==> config.mk <==
export PLATFORM = sky130hd
export DESIGN_NAME = key_accumulator_flat
export DESIGN_NICKNAME = d
export VERILOG_FILES = /design/src/rtl/key_acc_pkg.sv /design/src/rtl/key_accumulator_if.sv /design/src/rtl/key_debouncer.sv /design/src/rtl/key_accumulator.sv /design/src/flat_wrapper.sv
export SDC_FILE = /design/constraint.sdc
export NUM_CORES = 1
export LEC_CHECK = 0
export BUFFER_PORTS_ARGS = -buffer_cell sky130_fd_sc_hd__buf_2
export CAP_MARGIN = 20
export CORE_MARGIN = 10
export CORE_UTILIZATION = 54
export DETAILED_ROUTE_END_ITERATION = 8
export GPL_TIMING_DRIVEN = 0
export PLACE_DENSITY_LB_ADDON = 0.3
export SLEW_MARGIN = 40
export SYNTH_ARGS = -nofsm -noshare
export SYNTH_HDL_FRONTEND = slang
export SYNTH_SLANG_ARGS = --single-unit
==> constraint.sdc <==
create_clock -name clk -period 2.3 [get_ports clk]
set_clock_uncertainty 0.05 [all_clocks]
set_input_delay 0.115 -clock clk [delete_from_list [all_inputs] [get_ports clk]]
set_output_delay 0.115 -clock clk [all_outputs]
set_load 0.005 [all_outputs]
==> src/rtl/key_acc_pkg.sv <==
// key_acc_pkg: shared state and op encodings for the key accumulator.
package key_acc_pkg;
    typedef enum logic [1:0] {IDLE, PRESS_WAIT, HELD, RELEASE_WAIT} deb_state_t;
    typedef enum logic [1:0] {OP_ADD, OP_SUB, OP_LOAD, OP_CLEAR} acc_op_t;
endpackage

==> src/rtl/key_accumulator_if.sv <==
// key_accumulator_if: button, operand and LED-side signals of the accumulator.
interface key_accumulator_if #(
    parameter int DATA_W = 8,
    parameter int ACC_W  = 8
);
    logic              accumulate_n;
    logic [1:0]        mode;
    logic [DATA_W-1:0] data_in;
    logic [ACC_W-1:0]  acc_out;
    logic              overflow;
    logic              accum_pulse;
    modport master (output accumulate_n, mode, data_in, input acc_out, overflow, accum_pulse);
    modport slave  (input accumulate_n, mode, data_in, output acc_out, overflow, accum_pulse);
endinterface

==> src/rtl/key_debouncer.sv <==
// key_debouncer: synchronises an active-low button and emits one pulse per debounced press.
module key_debouncer
    import key_acc_pkg::*;
#(
    parameter int DEBOUNCE_CYCLES = 500000
) (
    input  logic clk,
    input  logic reset_n,
    input  logic key_n,
    output logic press_pulse
);
    localparam int CW = $clog2(DEBOUNCE_CYCLES);
    localparam logic [CW-1:0] LAST = CW'(DEBOUNCE_CYCLES - 1);
    logic          s1, key_s;
    deb_state_t    state, state_nxt;
    logic [CW-1:0] cnt, cnt_nxt, cnt_inc;
    always_ff @(posedge clk) begin
        if (!reset_n) begin
            s1    <= 1'b1;
            key_s <= 1'b1;
            state <= IDLE;
            cnt   <= '0;
        end else begin
            s1    <= key_n;
            key_s <= s1;
            state <= state_nxt;
            cnt   <= cnt_nxt;
        end
    end
    // The entry edge counts as the first stable sample, so the level is seen DEBOUNCE_CYCLES times.
    always_comb begin
        state_nxt   = state;
        cnt_nxt     = cnt;
        press_pulse = 1'b0;
        cnt_inc     = cnt + CW'(1);
        case (state)
            IDLE: if (!key_s) begin
                state_nxt = PRESS_WAIT;
                cnt_nxt   = '0;
            end
            PRESS_WAIT: if (key_s) state_nxt = IDLE;
            else begin
                cnt_nxt = cnt_inc;
                if (cnt_inc == LAST) begin
                    state_nxt   = HELD;
                    press_pulse = 1'b1;
                end
            end
            HELD: if (key_s) begin
                state_nxt = RELEASE_WAIT;
                cnt_nxt   = '0;
            end
            RELEASE_WAIT: if (!key_s) state_nxt = HELD;
            else begin
                cnt_nxt = cnt_inc;
                if (cnt_inc == LAST) state_nxt = IDLE;
            end
        endcase
    end
endmodule

==> src/rtl/key_accumulator.sv <==
// key_accumulator: applies ADD/SUB/LOAD/CLEAR of the switch operand on each debounced press.
module key_accumulator
    import key_acc_pkg::*;
#(
    parameter int DATA_W          = 8,
    parameter int ACC_W           = 8,
    parameter int DEBOUNCE_CYCLES = 500000,
    parameter int SATURATE        = 0
) (
    input logic               clk,
    input logic               reset_n,
    key_accumulator_if.slave  bus
);
    logic             press;
    logic [ACC_W-1:0] acc, acc_nxt, op, diff;
    logic [ACC_W:0]   sum;
    logic             ovf, ovf_nxt, pulse, borrow, sat;
    acc_op_t          m;
    key_debouncer #(.DEBOUNCE_CYCLES(DEBOUNCE_CYCLES)) u_deb (
        .clk         (clk),
        .reset_n     (reset_n),
        .key_n       (bus.accumulate_n),
        .press_pulse (press)
    );
    always_comb begin
        m       = acc_op_t'(bus.mode);
        sat     = (SATURATE != 0);
        op      = ACC_W'(bus.data_in);
        sum     = {1'b0, acc} + {1'b0, op};
        diff    = acc - op;
        borrow  = op > acc;
        acc_nxt = m == OP_ADD  ? ((sum[ACC_W] && sat) ? '1 : sum[ACC_W-1:0]) :
                  m == OP_SUB  ? ((borrow && sat) ? '0 : diff) :
                  m == OP_LOAD ? op : '0;
        ovf_nxt = m == OP_ADD  ? (ovf | sum[ACC_W]) :
                  m == OP_SUB  ? (ovf | borrow) :
                  m == OP_LOAD ? ovf : 1'b0;
    end
    always_ff @(posedge clk) begin
        if (!reset_n) begin
            acc   <= '0;
            ovf   <= 1'b0;
            pulse <= 1'b0;
        end else begin
            pulse <= press;
            if (press) begin
                acc <= acc_nxt;
                ovf <= ovf_nxt;
            end
        end
    end
    assign bus.acc_out     = acc;
    assign bus.overflow    = ovf;
    assign bus.accum_pulse = pulse;
endmodule

==> src/flat_wrapper.sv <==
// flat-port wrapper written by rule: the top's interface ports become plain ports
module key_accumulator_flat import key_acc_pkg::*;
#(
    parameter int DATA_W          = 8,
    parameter int ACC_W           = 8,
    parameter int DEBOUNCE_CYCLES = 500000,
    parameter int SATURATE        = 0
)
  (clk, reset_n, bus_accumulate_n, bus_mode, bus_data_in, bus_acc_out, bus_overflow, bus_accum_pulse);
  key_accumulator_if #(.DATA_W(DATA_W), .ACC_W(ACC_W)) bus_i ();
  input logic clk;
  input logic reset_n;
  input wire logic [$bits(bus_i.accumulate_n)-1:0] bus_accumulate_n;
  input wire logic [$bits(bus_i.mode)-1:0] bus_mode;
  input wire logic [$bits(bus_i.data_in)-1:0] bus_data_in;
  output wire logic [$bits(bus_i.acc_out)-1:0] bus_acc_out;
  output wire logic [$bits(bus_i.overflow)-1:0] bus_overflow;
  output wire logic [$bits(bus_i.accum_pulse)-1:0] bus_accum_pulse;
  assign bus_i.accumulate_n = bus_accumulate_n;
  assign bus_i.mode = bus_mode;
  assign bus_i.data_in = bus_data_in;
  assign bus_acc_out = bus_i.acc_out;
  assign bus_overflow = bus_i.overflow;
  assign bus_accum_pulse = bus_i.accum_pulse;
  key_accumulator #(.DATA_W(DATA_W), .ACC_W(ACC_W), .DEBOUNCE_CYCLES(DEBOUNCE_CYCLES), .SATURATE(SATURATE)) u_core (.clk(clk), .reset_n(reset_n), .bus(bus_i));
endmodule
==> impl_results.md, run 1 <==
- Status: complete, but fails checks
- Failing checks: negative setup slack
- F_max: 0.415 GHz
- Final Worst Setup Slack: -0.108 ns
- Post-synth ARST share: 0
- Ports: 23
- Most frequent cells in the layout: 33 x nand2_1, 25 x nor2_1, 24 x a21oi_1
- Worst slew pin tran: just over 0.6 ns
- Antenna viol nets, final: 0
- Crit path DAT: 2.57 ns
- Min-delay worst type: input port to register
- Leak: 1.32 nW
- Root Buffer: clkbuf_8
- VDD IR max: 0.000525 V
- Antenna diode count: 0
- Min Tclk post-route: ~2.4 ns
- Hold_sp: bus_data_in[6]
- Core Area: 0.00475 mm^2
- DRC viols: 0
- Die span in y: about 90 um
- Post-DR vias/cell: 6.44
- Final wirelength: just over 8 mm
- Drt first pass iters: 5
- TritonCTS Buffers: 5
- CP Capture Type: register
- Largest cells by area after synthesis: dfxtp_1 25%, ha_1 8.5%, nand2_1 4.8%
- # H-tree levels: 2
- # setup viols final: 9
- Delay-heaviest family, CP: simple AND/OR/NAND/NOR gates
- Buf/Inv on CP: 2
- Initial antenna violation count: 0
- Flop2flop setup slack: -0.11 ns
- Die W: 90.1 um
- FP Rows: 25
- Crit-path cells: nand3_4 > or3_4 > buf_6 > nor4_4 > o221ai_4 > nor4_4 > buf_4 > mux2i_1
- Place WS: -0.388 ns
- Initial Util: 0.559
- Startpoint types: register
- DRT iter0 DRCs: approximately 280
- Stages on worst setup path: 8
- Hold slack: 0.0948 ns
- First-pass GRT wire length: 12.4 mm
- Vias in the first global route: 2,675
- Number of flops mapped to enable cells by yosys: 0
- Reg-to-reg startpoint: u_core.u_deb.cnt[11]$_SDFFE_PN0P_
- Mapped Nets: approximately 380
- Crit path largest cell delay: 0.41 ns
- Synth area leader: dfxtp_1
- Share of cells above drive strength 1: 0.270
- Max clock buf depth: 2
- Most common cell after layout, fill and taps aside: nand2_1
- Max Cap Viol: 0
- Port Buf Inserts: 21
- CTS Sinks: 33
- Placed cells: 437
- Pwr Density: roughly 350 mW/mm^2
- Distinct cells, synth: 65
- CP Class: register to register
- Final Hold Viols: 0
- Reg-to-Reg End: u_core.bus.acc_out[5]$_SDFFE_PN0P_
- Register area share after synthesis: 0.249
- Hold path depth: 3
- Worst-Skew Late Latency: 0.29 ns
- Slowest CP cell: or3_4
- Avg Inst Size Synth: approximately 7.6 um^2
- WL/cell: 17.5 um
- Via Count: approximately 3,000
- Worst EP required: roughly 2.5 ns
- CTS tree: done
- Yosys reg bits: 33
- Area delta synth->final: 24.7%
- Crit share post-route: 1.05
- CP dominant cell by count: nor4_4
- Mapped Cells: around 350
- Endpoint, Worst Hold: u_core.bus.acc_out[6]$_SDFFE_PN0P_
- Largest driver fanout on the critical path: 6
- Relative slew slack: 0.589
- Placer Congestion: 0.944
- Worst-path clk slew: 0.07 ns
- Post-Syn Area: between 0.002 and 0.003 mm^2
- Tot GR Track Use: 0.176
- Synth warnings: 0
- Pins Over Slew Limit: 0
- Post-detail-place hpwl: 5.33 mm
- Post-synth top area share: 0.249
- FF-to-FF path depth: 8
- Die area: between 0.008 and 0.009 mm^2
- Gr ovfl total: 0
- Synth Flop Type: dfxtp_1
- Nets: 425
- Largest net degree at the start of global routing: 11
- Fin cells: ~460
- Unrepaired setup endpoints after global routing: true
kinds of logic after synthesis:
family	after synthesis	synth area share
AND/OR/NAND/NOR	140	0.282
multiplexers	4	0.0151
buffers and inverters	42	0.0645
adder cells (fa/ha/maj)	20	0.0999
AO/OA/AOI/OAI	103	0.267
flip-flops	33	0.249
XOR/XNOR	7	0.0231
Yosys cell counts (3+ instances only):
library cell,instances
a21oi_1,24
and2_1,6
nor3_1,17
a22oi_1,4
a311oi_1,3
a21o_1,6
xnor2_1,6
nor2b_1,5
buf_4,3
a41oi_1,7
nand2_1,34
nor2_1,26
a31oi_1,4
clkbuf_1,16
a211oi_1,9
nand3_1,12
dfxtp_1,33
nand2b_1,4
o21ai_0,20
inv_1,20
nor4_1,6
mux2i_1,4
and3_1,4
or4_1,4
nand4_1,4
ha_1,18
cell type report:
cell class | count | area [um^2]
buffer | 14 | 75.1
clock buffer | 7 | 86.3
fill | 391 | 1440
inverter | 21 | 78.8
multi-input combinational | 274 | 2020
sequential | 33 | 692
tap | 67 | 83.8
timing repair buffer | 43 | 277
worst reg2reg max path: stages, from the launching register on:
cell	delay, ns
dfxtp_4	0.39
nand3_4	0.10
or3_4	0.41
buf_6	0.15
nor4_4	0.41
o221ai_4	0.19
nor4_4	0.27
buf_4	0.16
mux2i_1	0.20
flip-flops by register name, indices dropped and copies added (netlist names), named ones only:
register / cells
u_core.u_deb.cnt: 19
u_core.bus.acc_out: 8
u_core.bus.accum_pulse: 1
u_core.bus.overflow: 1
u_core.u_deb.key_s: 1
u_core.u_deb.s1: 1
u_core.u_deb.state: 1
what timing repair did:
item	CTS	global route
hold buffers	1	0
setup buffers	9	12
pin swaps	7	17
endpoints found under the hold margin	1	0
gates resized for setup	28	37
endpoints found under the setup margin	13	13
how the worst max path moves through the flow:
| stage | from | end | slack [ns] |
|---|---|---|---|
| after global placement | u_core.u_deb.cnt[1]$_SDFFE_PN0P_ | u_core.bus.acc_out[6]$_SDFFE_PN0P_ | -0.37 |
| after floorplan | u_core.u_deb.cnt[0]$_SDFFE_PN0P_ | u_core.bus.acc_out[5]$_SDFFE_PN0P_ | 0.006 |
| after CTS | u_core.u_deb.cnt[7]$_SDFFE_PN0P_ | u_core.bus.acc_out[5]$_SDFFE_PN0P_ | -0.16 |
| after global routing | u_core.bus.acc_out[0]$_SDFFE_PN0P_ | u_core.bus.acc_out[6]$_SDFFE_PN0P_ | -0.22 |
| after detailed placement | u_core.u_deb.cnt[0]$_SDFFE_PN0P_ | u_core.bus.acc_out[5]$_SDFFE_PN0P_ | -0.39 |
| final | u_core.u_deb.cnt[11]$_SDFFE_PN0P_ | u_core.bus.acc_out[5]$_SDFFE_PN0P_ | -0.11 |
layer usage:
metal | part of all wire | track usage
met5 | 0 | 0
met4 | 0.025 | 0.0650
met3 | 0.084 | 0.0316
met2 | 0.45 | 0.271
met1 | 0.44 | 0.239
where the power goes:
group / switching, mW / internal [mW]
Clock: 0.212 / 0.237
Combinational: 0.0914 / 0.0495
Sequential: 0.00178 / 0.568
through the flow:
step / TNS, ns / cell area [um^2] / util / total power, mW
after floorplan: 0 / 2660 / - / 0.673
after global placement: -3.65 / 2850 / 0.600 / 0.712
after detailed placement: -3.63 / 2850 / 0.600 / 0.716
after CTS: -1.02 / 3090 / 0.650 / 1.16
after global routing: -1.75 / 3310 / 0.697 / 1.20
final: -0.716 / 3310 / 0.697 / 1.16
Power figures use the tool's default switching activity.
==> inputs of run 2 (changes only) <==
--- a/config.mk
+++ b/config.mk
@@ -8,11 +8,14 @@
 export BUFFER_PORTS_ARGS = -buffer_cell sky130_fd_sc_hd__buf_2
 export CAP_MARGIN = 20
 export CORE_MARGIN = 10
-export CORE_UTILIZATION = 54
+export CORE_UTILIZATION = 55
 export DETAILED_ROUTE_END_ITERATION = 8
 export GPL_TIMING_DRIVEN = 0
 export PLACE_DENSITY_LB_ADDON = 0.3
+export RECOVER_POWER = 25
+export SETUP_SLACK_MARGIN = 0.3
 export SLEW_MARGIN = 40
 export SYNTH_ARGS = -nofsm -noshare
 export SYNTH_HDL_FRONTEND = slang
+export SYNTH_HIERARCHICAL = 1
 export SYNTH_SLANG_ARGS = --single-unit
==> impl_results.md, run 2 <==
- Largest cells by area after synthesis: dfxtp_1 23%, ha_1 8.0%, nor2b_1 4.9%
- Largest Register: u_core/u_deb/cnt
- Status: complete, but fails checks
- Pins Over Slew Limit: 0 (unchanged)
- Vias in the first global route: 2,576 (-3.7%)
- Pwr Density: 375 mW/mm^2 (+7.2%)
- Placer Congestion: 0.959 (+1.6%)
- Leak: 1.41 nW (+6.9%)
- Distinct cells, synth: 67 (+3.1%)
- TritonCTS Buffers: 5 (unchanged)
- Post-detail-place hpwl: 5.02 mm (-5.9%)
- Post-synth ARST share: 0 (unchanged)
- Synth warnings: 6 (+6)
- Worst EP required: 2.48 ns (about the same)
- Antenna diode count: 0 (unchanged)
- Gr ovfl total: 0 (unchanged)
- Die area: 0.00837 mm^2 (+3.0%)
- CP Class: register to register
- Largest driver fanout on the critical path: 10 (+4)
- Port Buf Inserts: 22 (+4.8%)
- Max Cap Viol: 0 (unchanged)
- Worst-path clk slew: 0.08 ns (about the same)
- Post-synth top area share: 0.235 (-0.0137)
- Fin cells: 469 (+2.2%)
- Ports: 23 (unchanged)
- Mapped Cells: 352 (+0.86%)
- Max clock buf depth: 2 (unchanged)
- Most instantiated cells after synthesis: 33 x dfxtp_1, 31 x nand2_1, 23 x a21oi_1
- Mapped Nets: 385 (+0.79%)
- Nets: 434 (+2.1%)
- DRT iter0 DRCs: 356 (+27%)
- Die W: 91.5 um (+1.5%)
- VDD IR max: 0.000352 V (-33%)
- Hold slack: 0.0607 ns (-0.0341 ns)
- Share of cells above drive strength 1: 0.226 (-0.0440)
- Worst-Skew Late Latency: 0.30 ns (about the same)
- Antenna viol nets, final: 0 (unchanged)
- Placed cells: 441 (+0.92%)
- FP Rows: 25 (unchanged)
- Top-count cell post-synth: dfxtp_1
- Yosys reg bits: 33 (unchanged)
- Synth area leader: dfxtp_1
- Startpoint types: register
- Largest net degree at the start of global routing: 11 (unchanged)
- Met3 wire length: 650 um (-4.3%)
- Min-delay worst type: input port to register
- Final wirelength: 7.75 mm (-3.8%)
- Area delta synth->final: 23.3%
- Drt first pass iters: 5 (unchanged)
- Post-Syn Area: 0.00281 mm^2 (+5.8%)
- CTS Sinks: 33 (unchanged)
- Crit share post-route: 1.39 (+0.341)
- Min Tclk post-route: 3.19 ns (+0.784 ns)
- Post-Route M1 WL: 3.47 mm (-1.4%)
- First-pass GRT wire length: 12.5 mm (+0.34%)
- CTS tree: done
- Tot GR Track Use: 0.176 (-0.000338)
- Failing checks: negative setup slack
- Most frequent cells in the layout: 29 x nand2_1, 25 x dfxtp_1, 23 x a21oi_1
- Synth Flop Type: dfxtp_1
- Final Hold Viols: 0 (unchanged)
- Register area share after synthesis: 0.235 (-0.0137)
- Initial Util: 0.580 (+0.0212)
- Crit path DAT: 3.37 ns (+0.80 ns)
- Most common cell after layout, fill and taps aside: nand2_1
- FILL cells: 371 (-5.1%)
- Via Count: 2,906 (-1.6%)
- Max reg flops: 19 (unchanged)
- Avg Inst Size Synth: 7.99 um^2 (+4.9%)
- # setup viols final: 12 (+3)
- F_max: 0.313 GHz (-25%)
- DRC viols: 0 (unchanged)
- CP Capture Type: register
- Max layer used: met4
- Root Buffer: clkbuf_8
- Post-DR vias/cell: 6.20 (-3.7%)
- Relative slew slack: 0.473 (-0.116)
- Final Worst Setup Slack: -0.891 ns (-0.784 ns)
- Initial antenna violation count: 0 (unchanged)
- Worst slew pin tran: 0.788 ns (+0.172 ns)
- WL/cell: 16.5 um (-5.9%)
- # H-tree levels: 2 (unchanged)
- Met2 routed wirelength: 3.44 mm (-6.0%)
- Number of flops mapped to enable cells by yosys: 0 (unchanged)
- Core Area: 0.00485 mm^2 (+2.0%)
- Die span in y: 91.5 um (+1.5%)
- Unrepaired setup endpoints after global routing: true
==> run 2: stage by stage <==
step	total power, mW	worst slack, ns	utilization	setup TNS [ns]	cell area, um^2
2_1_floorplan	0.677	-0.736	-	-5.63	2870
3_3_place_gp	0.715	-1.00	0.632	-8.59	3070
3_5_place_dp	0.721	-1.08	0.632	-9.24	3070
4_1_cts	1.30	-0.774	0.704	-7.05	3410
5_1_grt	1.35	-0.976	0.715	-8.89	3470
6_report	1.30	-0.891	0.715	-8.25	3470
==> run 2: cell families (layout without fill, tap and decap cells) <==
kind of cell	count (synthesis)	after routing	share of synthesized area
muxes	9	9	0.0347
AOI/OAI and AO/OA	93	93	0.227
and+or+nand+nor	145	145	0.289
buffers and inverters	44	94	0.0948
DFF	33	33	0.235
adders and majority gates	20	20	0.0944
xor gates and xnor gates	8	8	0.0249
==> run 2: routing by layer <==
layer,GRT usage,up-vias
met3,0.0370,23
met1,0.243,1353
met2,0.265,157
met5,0,-
met4,0.0522,0
li1,-,1373
==> run 2: path summary, 6_finish.rpt <==
path,startpoint,endpoint,slack (ns),cells past startpoint
setup reg to reg,u_core/u_deb/cnt[5]$_SDFFE_PN0P_,u_core/bus.overflow$_SDFFE_PN0P_,-0.89,11
hold / removal,bus_data_in[3],u_core/bus.acc_out[3]$_SDFFE_PN0P_,0.06,3
setup / recovery,u_core/u_deb/cnt[5]$_SDFFE_PN0P_,u_core/bus.overflow$_SDFFE_PN0P_,-0.89,11
hold reg to reg,u_core/u_deb/s1$_SDFF_PN1_,u_core/u_deb/key_s$_SDFF_PN1_,0.36,1
==> run 2: cell type report <==
class | count | area [um^2] | area share
multi-input combinational | 275 | 2010 | 0.579
clock buffer | 7 | 86.3 | 0.0249
clock inverter | 1 | 30.0 | 0.00866
inverter | 20 | 75.1 | 0.0217
sequential | 33 | 676 | 0.195
timing repair buffer | 42 | 287 | 0.0827
tap | 67 | 83.8 | 0.0242
buffer | 24 | 220 | 0.0635
==> run 2: power breakdown <==
group	internal [mW]	total, mW	leakage [nW]	switching (mW)
registers	0.571	0.573	0.271	0.00209
logic	0.0519	0.142	1.08	0.0897
clock network	0.353	0.586	0.0585	0.232
total	0.976	1.30	1.41	0.324
==> run 2: worst max-delay path, cell delays in order (launching register included) <==
cell and delay, ns:
dfxtp_2 0.44, nand2_8 0.10, or4_4 0.52, or3_1 0.31, a221o_1 0.34, or3_4 0.43, nor3_4 0.19, clkbuf_8 0.20
nand2_4 0.06, a2111oi_4 0.23, a21oi_1 0.12, o2bb2ai_1 0.12
==> run 2: timing repair <==
item | 4_1_cts | 5_1_grt
buffers inserted | 13 | 3
gates resized for setup | 22 | 7
hold buffers | 3 | 0
pin swaps | 3 | 0
endpoints found under the setup margin | 22 | 25
endpoints found under the hold margin | 2 | 0
cloned | 1 | 0
